**src/rtl/wbu_lsu_if.sv**
```systemverilog
// Execute-stage handshake and data-memory read port of the writeback/load stage.
interface wbu_lsu_if;
    logic        in_valid;
    logic        in_ready;
    logic        in_is_load;
    logic        in_wr_en;
    logic [4:0]  in_rd;
    logic [2:0]  in_funct3;
    logic [63:0] in_result;
    logic        mem_req;
    logic [63:0] mem_addr;
    logic        mem_gnt;
    logic        mem_rvalid;
    logic [63:0] mem_rdata;

    modport master (
        output in_valid, in_is_load, in_wr_en, in_rd, in_funct3, in_result,
        output mem_gnt, mem_rvalid, mem_rdata,
        input  in_ready, mem_req, mem_addr
    );

    modport slave (
        input  in_valid, in_is_load, in_wr_en, in_rd, in_funct3, in_result,
        input  mem_gnt, mem_rvalid, mem_rdata,
        output in_ready, mem_req, mem_addr
    );
endinterface

```
**src/rtl/wbu_lsu.sv**
```systemverilog
// RV64 writeback/load stage: retires ALU results directly, performs aligned
// doubleword reads for loads and drives the registered regfile write port.
module wbu_lsu #(
    parameter int MEM_TIMEOUT = 255
) (
    input  logic        clk,
    input  logic        rstn,
    wbu_lsu_if.slave    bus,
    output logic        wr_en,
    output logic [4:0]  index_rd,
    output logic [63:0] data_rd,
    output logic        commit,
    output logic        load_err
);
    typedef enum logic [1:0] {IDLE, REQ, WAIT} state_e;

    localparam logic [7:0] CNT_LAST = 8'(MEM_TIMEOUT - 1);

    state_e      state_q, state_d;
    logic [7:0]  cnt_q, cnt_d;
    logic        mem_req_q, mem_req_d;
    logic [63:0] mem_addr_q, mem_addr_d;
    logic        wr_en_q, wr_en_d;
    logic        commit_q, commit_d;
    logic        load_err_q, load_err_d;
    logic [4:0]  index_rd_q, index_rd_d;
    logic [63:0] data_rd_q, data_rd_d;
    logic [4:0]  ld_rd_q, ld_rd_d;
    logic        ld_wr_q, ld_wr_d;
    logic [2:0]  ld_f3_q, ld_f3_d;
    logic [2:0]  ld_off_q, ld_off_d;
    logic        accept;
    logic        timeout;

    function automatic logic misaligned(input logic [2:0] f3, input logic [2:0] off);
        case (f3)
            3'd1, 3'd5: misaligned = off[0];
            3'd2, 3'd6: misaligned = |off[1:0];
            3'd3:       misaligned = |off;
            3'd7:       misaligned = 1'b1;
            default:    misaligned = 1'b0;
        endcase
    endfunction

    function automatic logic [63:0] load_extend(input logic [63:0] rdata,
                                                input logic [2:0]  f3,
                                                input logic [2:0]  off);
        logic [63:0]        sh;
        logic signed [7:0]  sb;
        logic signed [15:0] sh16;
        logic signed [31:0] sw;
        sh   = rdata >> {off, 3'b000};
        sb   = sh[7:0];
        sh16 = sh[15:0];
        sw   = sh[31:0];
        case (f3)
            3'd0:    load_extend = 64'(sb);
            3'd1:    load_extend = 64'(sh16);
            3'd2:    load_extend = 64'(sw);
            3'd4:    load_extend = {56'd0, sh[7:0]};
            3'd5:    load_extend = {48'd0, sh[15:0]};
            3'd6:    load_extend = {32'd0, sh[31:0]};
            default: load_extend = sh;
        endcase
    endfunction

    assign bus.in_ready = rstn && (state_q == IDLE);
    assign accept       = bus.in_valid && bus.in_ready;
    // Counter saturates, so a grant in the final REQ cycle still leaves WAIT bounded.
    assign timeout      = (cnt_q >= CNT_LAST);

    always_comb begin
        state_d    = state_q;
        cnt_d      = cnt_q;
        mem_req_d  = mem_req_q;
        mem_addr_d = mem_addr_q;
        wr_en_d    = 1'b0;
        commit_d   = 1'b0;
        load_err_d = 1'b0;
        index_rd_d = index_rd_q;
        data_rd_d  = data_rd_q;
        ld_rd_d    = ld_rd_q;
        ld_wr_d    = ld_wr_q;
        ld_f3_d    = ld_f3_q;
        ld_off_d   = ld_off_q;
        if (state_q != IDLE && cnt_q != 8'hFF) cnt_d = cnt_q + 8'd1;
        case (state_q)
            IDLE: if (accept) begin
                if (!bus.in_is_load) begin
                    commit_d = 1'b1;
                    wr_en_d  = bus.in_wr_en && (bus.in_rd != 5'd0);
                    if (wr_en_d) begin
                        index_rd_d = bus.in_rd;
                        data_rd_d  = bus.in_result;
                    end
                end else begin
                    ld_rd_d  = bus.in_rd;
                    ld_wr_d  = bus.in_wr_en;
                    ld_f3_d  = bus.in_funct3;
                    ld_off_d = bus.in_result[2:0];
                    if (misaligned(bus.in_funct3, bus.in_result[2:0])) begin
                        commit_d   = 1'b1;
                        load_err_d = 1'b1;
                    end else begin
                        state_d    = REQ;
                        cnt_d      = 8'd0;
                        mem_req_d  = 1'b1;
                        mem_addr_d = {bus.in_result[63:3], 3'b000};
                    end
                end
            end
            REQ: if (bus.mem_gnt) begin
                state_d   = WAIT;
                mem_req_d = 1'b0;
            end else if (timeout) begin
                state_d    = IDLE;
                mem_req_d  = 1'b0;
                commit_d   = 1'b1;
                load_err_d = 1'b1;
            end
            WAIT: if (bus.mem_rvalid) begin
                state_d  = IDLE;
                commit_d = 1'b1;
                wr_en_d  = ld_wr_q && (ld_rd_q != 5'd0);
                if (wr_en_d) begin
                    index_rd_d = ld_rd_q;
                    data_rd_d  = load_extend(bus.mem_rdata, ld_f3_q, ld_off_q);
                end
            end else if (timeout) begin
                state_d    = IDLE;
                commit_d   = 1'b1;
                load_err_d = 1'b1;
            end
            default: state_d = IDLE;
        endcase
    end

    always_ff @(posedge clk) begin
        if (!rstn) begin
            state_q    <= IDLE;
            cnt_q      <= 8'd0;
            mem_req_q  <= 1'b0;
            mem_addr_q <= 64'd0;
            wr_en_q    <= 1'b0;
            commit_q   <= 1'b0;
            load_err_q <= 1'b0;
            index_rd_q <= 5'd0;
            data_rd_q  <= 64'd0;
        end else begin
            state_q    <= state_d;
            cnt_q      <= cnt_d;
            mem_req_q  <= mem_req_d;
            mem_addr_q <= mem_addr_d;
            wr_en_q    <= wr_en_d;
            commit_q   <= commit_d;
            load_err_q <= load_err_d;
            index_rd_q <= index_rd_d;
            data_rd_q  <= data_rd_d;
        end
    end

    // Load context is only read after it has been captured on a load accept.
    always_ff @(posedge clk) begin
        ld_rd_q  <= ld_rd_d;
        ld_wr_q  <= ld_wr_d;
        ld_f3_q  <= ld_f3_d;
        ld_off_q <= ld_off_d;
    end

    assign bus.mem_req  = mem_req_q;
    assign bus.mem_addr = mem_addr_q;
    assign wr_en        = wr_en_q;
    assign commit       = commit_q;
    assign load_err     = load_err_q;
    assign index_rd     = index_rd_q;
    assign data_rd      = data_rd_q;
endmodule

```
**src/flat_wrapper.sv**
```systemverilog
// flat-port wrapper written by rule: the top's interface ports become plain ports
module wbu_lsu_flat 
#(
    parameter int MEM_TIMEOUT = 255
)
  (clk, rstn, wr_en, index_rd, data_rd, commit, load_err, bus_in_valid, bus_in_is_load, bus_in_wr_en, bus_in_rd, bus_in_funct3, bus_in_result, bus_mem_gnt, bus_mem_rvalid, bus_mem_rdata, bus_in_ready, bus_mem_req, bus_mem_addr);
  wbu_lsu_if bus_i ();
  input  logic clk;
  input  logic rstn;
  output logic wr_en;
  output logic [4:0] index_rd;
  output logic [63:0] data_rd;
  output logic commit;
  output logic load_err;
  input wire logic [$bits(bus_i.in_valid)-1:0] bus_in_valid;
  input wire logic [$bits(bus_i.in_is_load)-1:0] bus_in_is_load;
  input wire logic [$bits(bus_i.in_wr_en)-1:0] bus_in_wr_en;
  input wire logic [$bits(bus_i.in_rd)-1:0] bus_in_rd;
  input wire logic [$bits(bus_i.in_funct3)-1:0] bus_in_funct3;
  input wire logic [$bits(bus_i.in_result)-1:0] bus_in_result;
  input wire logic [$bits(bus_i.mem_gnt)-1:0] bus_mem_gnt;
  input wire logic [$bits(bus_i.mem_rvalid)-1:0] bus_mem_rvalid;
  input wire logic [$bits(bus_i.mem_rdata)-1:0] bus_mem_rdata;
  output wire logic [$bits(bus_i.in_ready)-1:0] bus_in_ready;
  output wire logic [$bits(bus_i.mem_req)-1:0] bus_mem_req;
  output wire logic [$bits(bus_i.mem_addr)-1:0] bus_mem_addr;
  assign bus_i.in_valid = bus_in_valid;
  assign bus_i.in_is_load = bus_in_is_load;
  assign bus_i.in_wr_en = bus_in_wr_en;
  assign bus_i.in_rd = bus_in_rd;
  assign bus_i.in_funct3 = bus_in_funct3;
  assign bus_i.in_result = bus_in_result;
  assign bus_i.mem_gnt = bus_mem_gnt;
  assign bus_i.mem_rvalid = bus_mem_rvalid;
  assign bus_i.mem_rdata = bus_mem_rdata;
  assign bus_in_ready = bus_i.in_ready;
  assign bus_mem_req = bus_i.mem_req;
  assign bus_mem_addr = bus_i.mem_addr;
  wbu_lsu #(.MEM_TIMEOUT(MEM_TIMEOUT)) u_core (.clk(clk), .rstn(rstn), .bus(bus_i), .wr_en(wr_en), .index_rd(index_rd), .data_rd(data_rd), .commit(commit), .load_err(load_err));
endmodule
```
**config.mk**
```make
export PLATFORM = sky130hd
export DESIGN_NAME = wbu_lsu_flat
export DESIGN_NICKNAME = d
export VERILOG_FILES = /design/src/rtl/wbu_lsu_if.sv /design/src/rtl/wbu_lsu.sv /design/src/flat_wrapper.sv
export SDC_FILE = /design/constraint.sdc
export NUM_CORES = 1
export LEC_CHECK = 0
export CORE_UTILIZATION = 50
export CTS_BUF_LIST = sky130_fd_sc_hd__clkbuf_8
export DETAILED_ROUTE_END_ITERATION = 16
export PLACE_DENSITY = 0.95
export SLEW_MARGIN = 15
export SYNTH_ARGS = -nofsm -noshare
export SYNTH_HDL_FRONTEND = slang
export SYNTH_SLANG_ARGS = --single-unit
```
**constraint.sdc**
```tcl
create_clock -name clk -period 3.3 [get_ports clk]
set_clock_uncertainty 0.05 [all_clocks]
set_input_delay 0.66 -clock clk [delete_from_list [all_inputs] [get_ports clk]]
set_output_delay 0.66 -clock clk [all_outputs]
set_load 0.005 [all_outputs]
```
==> impl_metrics.ini, run 1 <==
[run_status]
status = finished, final reports clean

[synthesis]
syn_avg_cell_area_sq_um = 8.43
ys_async_sr_fraction_pct = 0
synthMuxAreaShare_pct = 12.2
synth-compound-area-share_pct = 22.9
synth_cell_type_count = 53
synth-xor-area-share_pct = 0.788
synth_seq_cells = 156
synth_top_family_by_area = compound AO/OA/AOI/OAI gates
synth_edf_count = 12
synthCells = 922
synthSimpleGateAreaFrac_pct = 17.4
synth-adder-area-share_pct = 0.322
synthFlopType = dfxtp_1
netlist_area_sq_um = 7780
yosysWarnings = 0
synth_seq_area_share_pct = 41.7

[power_and_ir_drop]
power_density_nw_per_um2 = 384
p_leak_nw = 4.25
worst_ir_drop_vdd_mv = 0.286

[critical_path]
r2r-start = u_core.ld_off_q[0]$_DFFE_PP_
crit_end = bus_in_ready
crit_path_cell_trace = clkdlybuf4s50_1, buf_4, inv_2, nor3_1, clkdlybuf4s50_1
end_kind = output port
slowest_delay_ns = 0.52
worstSetupStartpoint = rstn
path_common_cell = clkdlybuf4s50_1
cp.arrival_ns = 2.17
criticalPathCategory = primary input to output port
cp_slowest_cell = clkdlybuf4s50_1
rrSetupSlack_ns = 0.53
reg2regPathDepth = 7
cp_data_required_time_ns = 2.59
startpoint_type = primary input
path_max_fanout = 30
r2r-end = u_core.data_rd[57]$_SDFFE_PN0P_

[finish]
drive_gt1_share_pct = 7.84
nFillCells = 1070
final_nets = 1318
mostFrequentLayoutCell = clkdlybuf4s50_1
final_cell_mix = clkdlybuf4s50_1 (277), nand2_1 (189), dfxtp_1 (144), a21oi_1 (104), mux2i_1 (58)
syn2layout_area_growth_pct = 43.9
n_antenna_cell = 0

[clock_tree]
clkSinkCount = 156
cts_max_level = 4
cts_tree = done
cts_buffers = 17
root_buffer = clkbuf_8
clockBufferDepth = 2
path_clk_slew_ns = 0.09
insertion_delay_ns = 0.47

[floorplanning]
dieArea_sq_um = 16100
io_pins = 281
rows = 45
die_h_um = 127
die_w_um = 127
initial_utilization_pct = 51.2
core_sq_um = 15200

[place]
io_buffer_count = 277
routabilityCongestion = 0.970
dp_slack_ns = -0.338
hpwlAfterDp_mm = 20.7

[flow_run]
maxCapViolCount = 0

[timing]
setup_viol = 0
rsz0062_at_grt = false
timing.hold.ws_ns = 0.406
setup_ws_ns = 0.424
post-route-period-util_pct = 87.2
tightestPinTransition_ns = 1.03
max_slew_margin_pct = 31.2
drv_slew = 0
layout_min_cycle_time_ns = 2.88
fmax_ghz = 0.348
hold_viol_final = 0

[global_route]
overflow = 0
grt_max_degree = 78
grt_first_pass_wirelength_mm = 41.8
antenna_found_initial = 0
gr-usage-all-layers_pct = 34.2
first_global_vias = 7819

[min_path]
hp-class = flop to flop

[detailed_routing]
drc = 0
vias_per_cell = 5.97
drtAntennaViolNets = 0
via_count = 8203
first_pass_iters = 6
totalWireLength_mm = 27.9
wl_per_cell_um = 20.3
drt_iter0_drc = 701
-- Yosys cell counts, types with 5 or more instances --
library cell / instances / area share [%]
edfxtp_1: 12 / 4.6
mux4_2: 16 / 4.6
and3_1: 15 / 1.2
a21oi_1: 104 / 6.7
o22ai_1: 17 / 1.4
xor2_1: 5 / 0.56
clkbuf_1: 49 / 2.4
nor2b_1: 17 / 1.4
o32ai_1: 8 / 0.90
nor2_1: 49 / 2.4
dfxtp_1: 144 / 37
buf_1: 6 / 0.29
nand2_1: 190 / 9.2
o221ai_1: 17 / 1.9
nor3_1: 9 / 0.58
o21ai_0: 32 / 2.1
a21o_1: 24 / 2.3
o21ai_1: 29 / 1.9
o21a_1: 18 / 1.7
a311oi_1: 5 / 0.56
mux2i_1: 58 / 7.5
buf_2: 21 / 1.4
a211oi_1: 23 / 2.2
-- worst min path at each step --
stage,cells past startpoint,start,slack [ns],to
CTS,2,u_core.bus.mem_addr[26]$_SDFFE_PN0P_,0.41,u_core.bus.mem_addr[26]$_SDFFE_PN0P_
global placement,1,u_core.data_rd[37]$_SDFFE_PN0P_,0.38,u_core.data_rd[37]$_SDFFE_PN0P_
global route,2,u_core.data_rd[54]$_SDFFE_PN0P_,0.42,u_core.data_rd[54]$_SDFFE_PN0P_
floorplan,2,u_core.data_rd[48]$_SDFFE_PN0P_,0.39,u_core.data_rd[48]$_SDFFE_PN0P_
detailed placement,1,u_core.data_rd[33]$_SDFFE_PN0P_,0.39,u_core.data_rd[33]$_SDFFE_PN0P_
finish,1,u_core.data_rd[33]$_SDFFE_PN0P_,0.41,u_core.data_rd[33]$_SDFFE_PN0P_
-- sequential cells by signal, indices dropped and copies added (netlist names) --
register / flops
u_core.wr_en: 1
u_core.ld_wr_q: 1
u_core.ld_rd_q: 5
u_core.bus.mem_req: 1
u_core.state_q: 2
u_core.load_err: 1
u_core.data_rd: 64
u_core.ld_f3_q: 3
u_core.cnt_q: 8
u_core.index_rd: 5
u_core.bus.mem_addr: 61
u_core.ld_off_q: 3
u_core.commit: 1
-- metrics by stage --
step | power (W) | utilization [%] | cell area, sq um | cells | TNS [ns]
after detailed placement | 0.00268 | 70.4 | 10700 | 1338 | -11.50
final | 0.00430 | 73.6 | 11200 | 1374 | 0
after global placement | 0.00266 | 70.4 | 10700 | 1338 | -4.90
after CTS | 0.00430 | 73.4 | 11200 | 1370 | 0
after global routing | 0.00444 | 73.6 | 11200 | 1374 | 0
after floorplan | 0.00229 | - | 7780 | 924 | 0
-- worst max-delay path: cells and delay by family --
family        cells  cell delay (ns)
simple gates      1             0.14
buf+inv           4             1.36
-- cell type report --
class | instances | area [sq um] | area share [%]
repair buffers | 309 | 3040 | 27.1
multi-input cells | 683 | 4200 | 37.5
flip-flops and latches | 156 | 3240 | 29.0
well taps | 188 | 235 | 2.10
clock inverters | 14 | 206 | 1.84
inverters | 6 | 22.5 | 0.201
clock buffers | 18 | 248 | 2.21
-- logic make-up after synthesis --
group	after synthesis
AO/OA/AOI/OAI	287
XOR/XNOR	7
adder cells (fa/ha/maj)	2
other	1
AND/OR/NAND/NOR	309
buffers and inverters	85
flip-flops	156
multiplexers	75
-- per-layer routing --
metal / share of wire (%) / GRT usage [%] / up-vias
li1: - / - / 3798
met1: 38 / 39.7 / 3819
met2: 47 / 57.1 / 494
met3: 11 / 10.8 / 92
met4: 4.5 / 16.7 / 0
met5: 0 / 0 / -
-- what timing repair did --
item,CTS,global route
setup endpoints to repair,0,2
buffers inserted,0,4
resized for setup,0,0
hold buffers,0,0
-- where the power goes --
group | internal [W] | leakage (nW) | switching, W
clock | 0.000863 | 0.231 | 0.000780
sequential | 0.00196 | 1.28 | 0.0000368
combinational | 0.000356 | 2.74 | 0.000301
Power figures use the tool's default switching activity.
==> inputs of run 2 (changes only) <==
--- a/config.mk
+++ b/config.mk
@@ -5,10 +5,10 @@
 export SDC_FILE = /design/constraint.sdc
 export NUM_CORES = 1
 export LEC_CHECK = 0
-export CORE_UTILIZATION = 50
+export CORE_UTILIZATION = 40
 export CTS_BUF_LIST = sky130_fd_sc_hd__clkbuf_8
 export DETAILED_ROUTE_END_ITERATION = 16
-export PLACE_DENSITY = 0.95
+export PLACE_DENSITY = 0.82
 export SLEW_MARGIN = 15
 export SYNTH_ARGS = -nofsm -noshare
 export SYNTH_HDL_FRONTEND = slang
==> run 2 against run 1 <==
Routed wire length increased by 2.1%; core utilization decreased by 14 points; count of clock-buffer cells in the layout increased by 3; via count decreased by 2.9%; die area increased by 25%; cell count increased by 4.4%; first-iteration DRC count increased by 4.0%; critical path depth increased by 4; register-to-register slack got worse by 0.13 ns; sequential cell count unchanged; largest power group unchanged; global-route usage decreased by 5.9 points; combinational power about the same.
==> impl_metrics.ini, run 2 (same netlist as run 1, synthesis figures left out) <==
[global_route]
grt_first_pass_wirelength_mm = 42.9
grt_max_degree = 78
first_global_vias = 7557
antenna_found_initial = 2
gr-usage-all-layers_pct = 28.2
overflow = 0

[floorplanning]
rows = 50
die_h_um = 141
core_sq_um = 18900
die_w_um = 141
initial_utilization_pct = 41.2
dieArea_sq_um = 20000
io_pins = 281

[finish]
drive_gt1_share_pct = 6.90
largest_reg_flops = 64
mostFrequentLayoutCell = clkdlybuf4s50_1
syn2layout_area_growth_pct = 44.0
fin_area_sq_um = 11200
final_nets = 1306
final_cell_mix = clkdlybuf4s50_1 (277), nand2_1 (189), dfxtp_1 (144), a21oi_1 (104), mux2i_1 (58)
nFillCells = 1708
final_cells = 1435

[clock_tree]
clockBufferDepth = 2
cts_buffers = 17
cts_max_level = 4
clkSinkCount = 156
cts_tree = done
cts_hold_buf = 0
insertion_delay_ns = 0.48
path_clk_slew_ns = 0.08
cts_resized = 0
root_buffer = clkbuf_8
post_cts.repair.setup_buffers = 0

[detailed_routing]
vias_per_cell = 5.55
first_pass_iters = 6
drt_iter0_drc = 729
via_count = 7965
drtAntennaViolNets = 0
wl_per_cell_um = 19.9
totalWireLength_mm = 28.5
drc = 0

[critical_path]
end_kind = flop
path_buf_inv = 2
worstSetupStartpoint = rstn
rrSetupSlack_ns = 0.40
crit_end = u_core.data_rd[57]$_SDFFE_PN0P_
r2r-end = u_core.data_rd[57]$_SDFFE_PN0P_
path_max_fanout = 33
startpoint_type = primary input
path_delay_family = compound AO/OA/AOI/OAI gates
cp.depth = 9
slowest_delay_ns = 0.62
reg2regPathDepth = 8
crit_path_cell_trace = clkdlybuf4s50_1, and4bb_1, o211ai_1, a211oi_4, nand2_2, inv_2, o21ai_0, a21oi_1, a21o_1
criticalPathCategory = primary input to flop
cp_data_required_time_ns = 3.67
cp_slowest_cell = a211oi_4
r2r-start = u_core.state_q[1]$_SDFFE_PN0P_
cp.arrival_ns = 3.34

[place]
io_buffer_count = 277
postPlaceCellArea_sq_um = 10800
hpwlAfterDp_mm = 21.1
routabilityCongestion = 0.917
dp_cells = 1402

[timing]
setup_viol = 0
tightestPinTransition_ns = 0.925
hold_viol_final = 0
rsz0062_at_grt = false
layout_min_cycle_time_ns = 2.97
max_slew_margin_pct = 38.3
setup-tns-final_ns = 0
drv_slew = 0
fmax_ghz = 0.336
post-route-period-util_pct = 90.1
timing.hold.ws_ns = 0.400

[run_status]
status = finished, final reports clean

[power_and_ir_drop]
worst_ir_drop_vdd_mv = 0.263
power_density_nw_per_um2 = 374
p_total_w = 0.00419
p_leak_nw = 4.17

[flow_run]
maxCapViolCount = 0

[min_path]
hp-class = flop to flop
-- run 2: cell count changes in the layout (fill, tap and decap cells not counted), moves of 2 or more --
| cell | previous run | this run |
|---|---|---|
| inv_6 | 5 | 2 |
| bufinv_16 | 4 | 2 |
| clkinvlp_4 | 0 | 5 |
| buf_4 | 30 | 15 |
| buf_12 | 2 | 5 |
| clkbuf_8 | 18 | 21 |
-- run 2: worst min path at each step --
stage	startpoint	to	cells past startpoint	slack [ns]
floorplan	u_core.data_rd[48]$_SDFFE_PN0P_	u_core.data_rd[48]$_SDFFE_PN0P_	2	0.39
global placement	u_core.data_rd[45]$_SDFFE_PN0P_	u_core.data_rd[45]$_SDFFE_PN0P_	1	0.38
detailed placement	u_core.data_rd[57]$_SDFFE_PN0P_	u_core.data_rd[57]$_SDFFE_PN0P_	1	0.39
CTS	u_core.data_rd[50]$_SDFFE_PN0P_	u_core.data_rd[50]$_SDFFE_PN0P_	2	0.40
global route	u_core.data_rd[52]$_SDFFE_PN0P_	u_core.data_rd[52]$_SDFFE_PN0P_	2	0.41
finish	u_core.data_rd[50]$_SDFFE_PN0P_	u_core.data_rd[50]$_SDFFE_PN0P_	2	0.40
-- run 2: metal layers --
| layer | track usage, % | wire length (um) | up-vias |
|---|---|---|---|
| met5 | 0 | 0 | - |
| met4 | 9.96 | 661 | 0 |
| met3 | 8.27 | 2500 | 47 |
| met2 | 46.6 | 13600 | 384 |
| met1 | 35.1 | 11700 | 3756 |
| li1 | - | - | 3778 |
-- run 2: worst min-delay path, delay by kind of cell, from the launching register on --
kind	cells	cell delay (ns)
compound gates	1	0.05
simple gates	1	0.05
flops	1	0.32
-- run 2: final cells by class --
| cell class | count | area [sq um] | share of cell area [%] |
|---|---|---|---|
| multi-input combinational | 683 | 4200 | 37.5 |
| sequential | 156 | 3240 | 29.0 |
| timing repair buffer | 297 | 2990 | 26.7 |
| tap | 260 | 325 | 2.91 |
| clock buffer | 21 | 289 | 2.58 |
| clock inverter | 11 | 133 | 1.18 |
| inverter | 6 | 22.5 | 0.201 |
| antenna | 1 | 2.50 | 0.0223 |
-- run 2: metrics by stage --
stage                     setup slack [ns]  util, %
after global routing                 0.165     59.3
after detailed placement           -0.0773     57.0
after CTS                            0.330     59.3
final                                0.328     59.3
after floorplan                      0.938        -
after global placement             -0.0362     57.0
-- run 2: where the power goes --
part           total, W  internal [W]  leakage [nW]  switching (W)
clock           0.00154      0.000759         0.197       0.000784
combinational  0.000655      0.000353          2.69       0.000303
sequential      0.00199       0.00196          1.28      0.0000352
total           0.00419       0.00307          4.17        0.00112
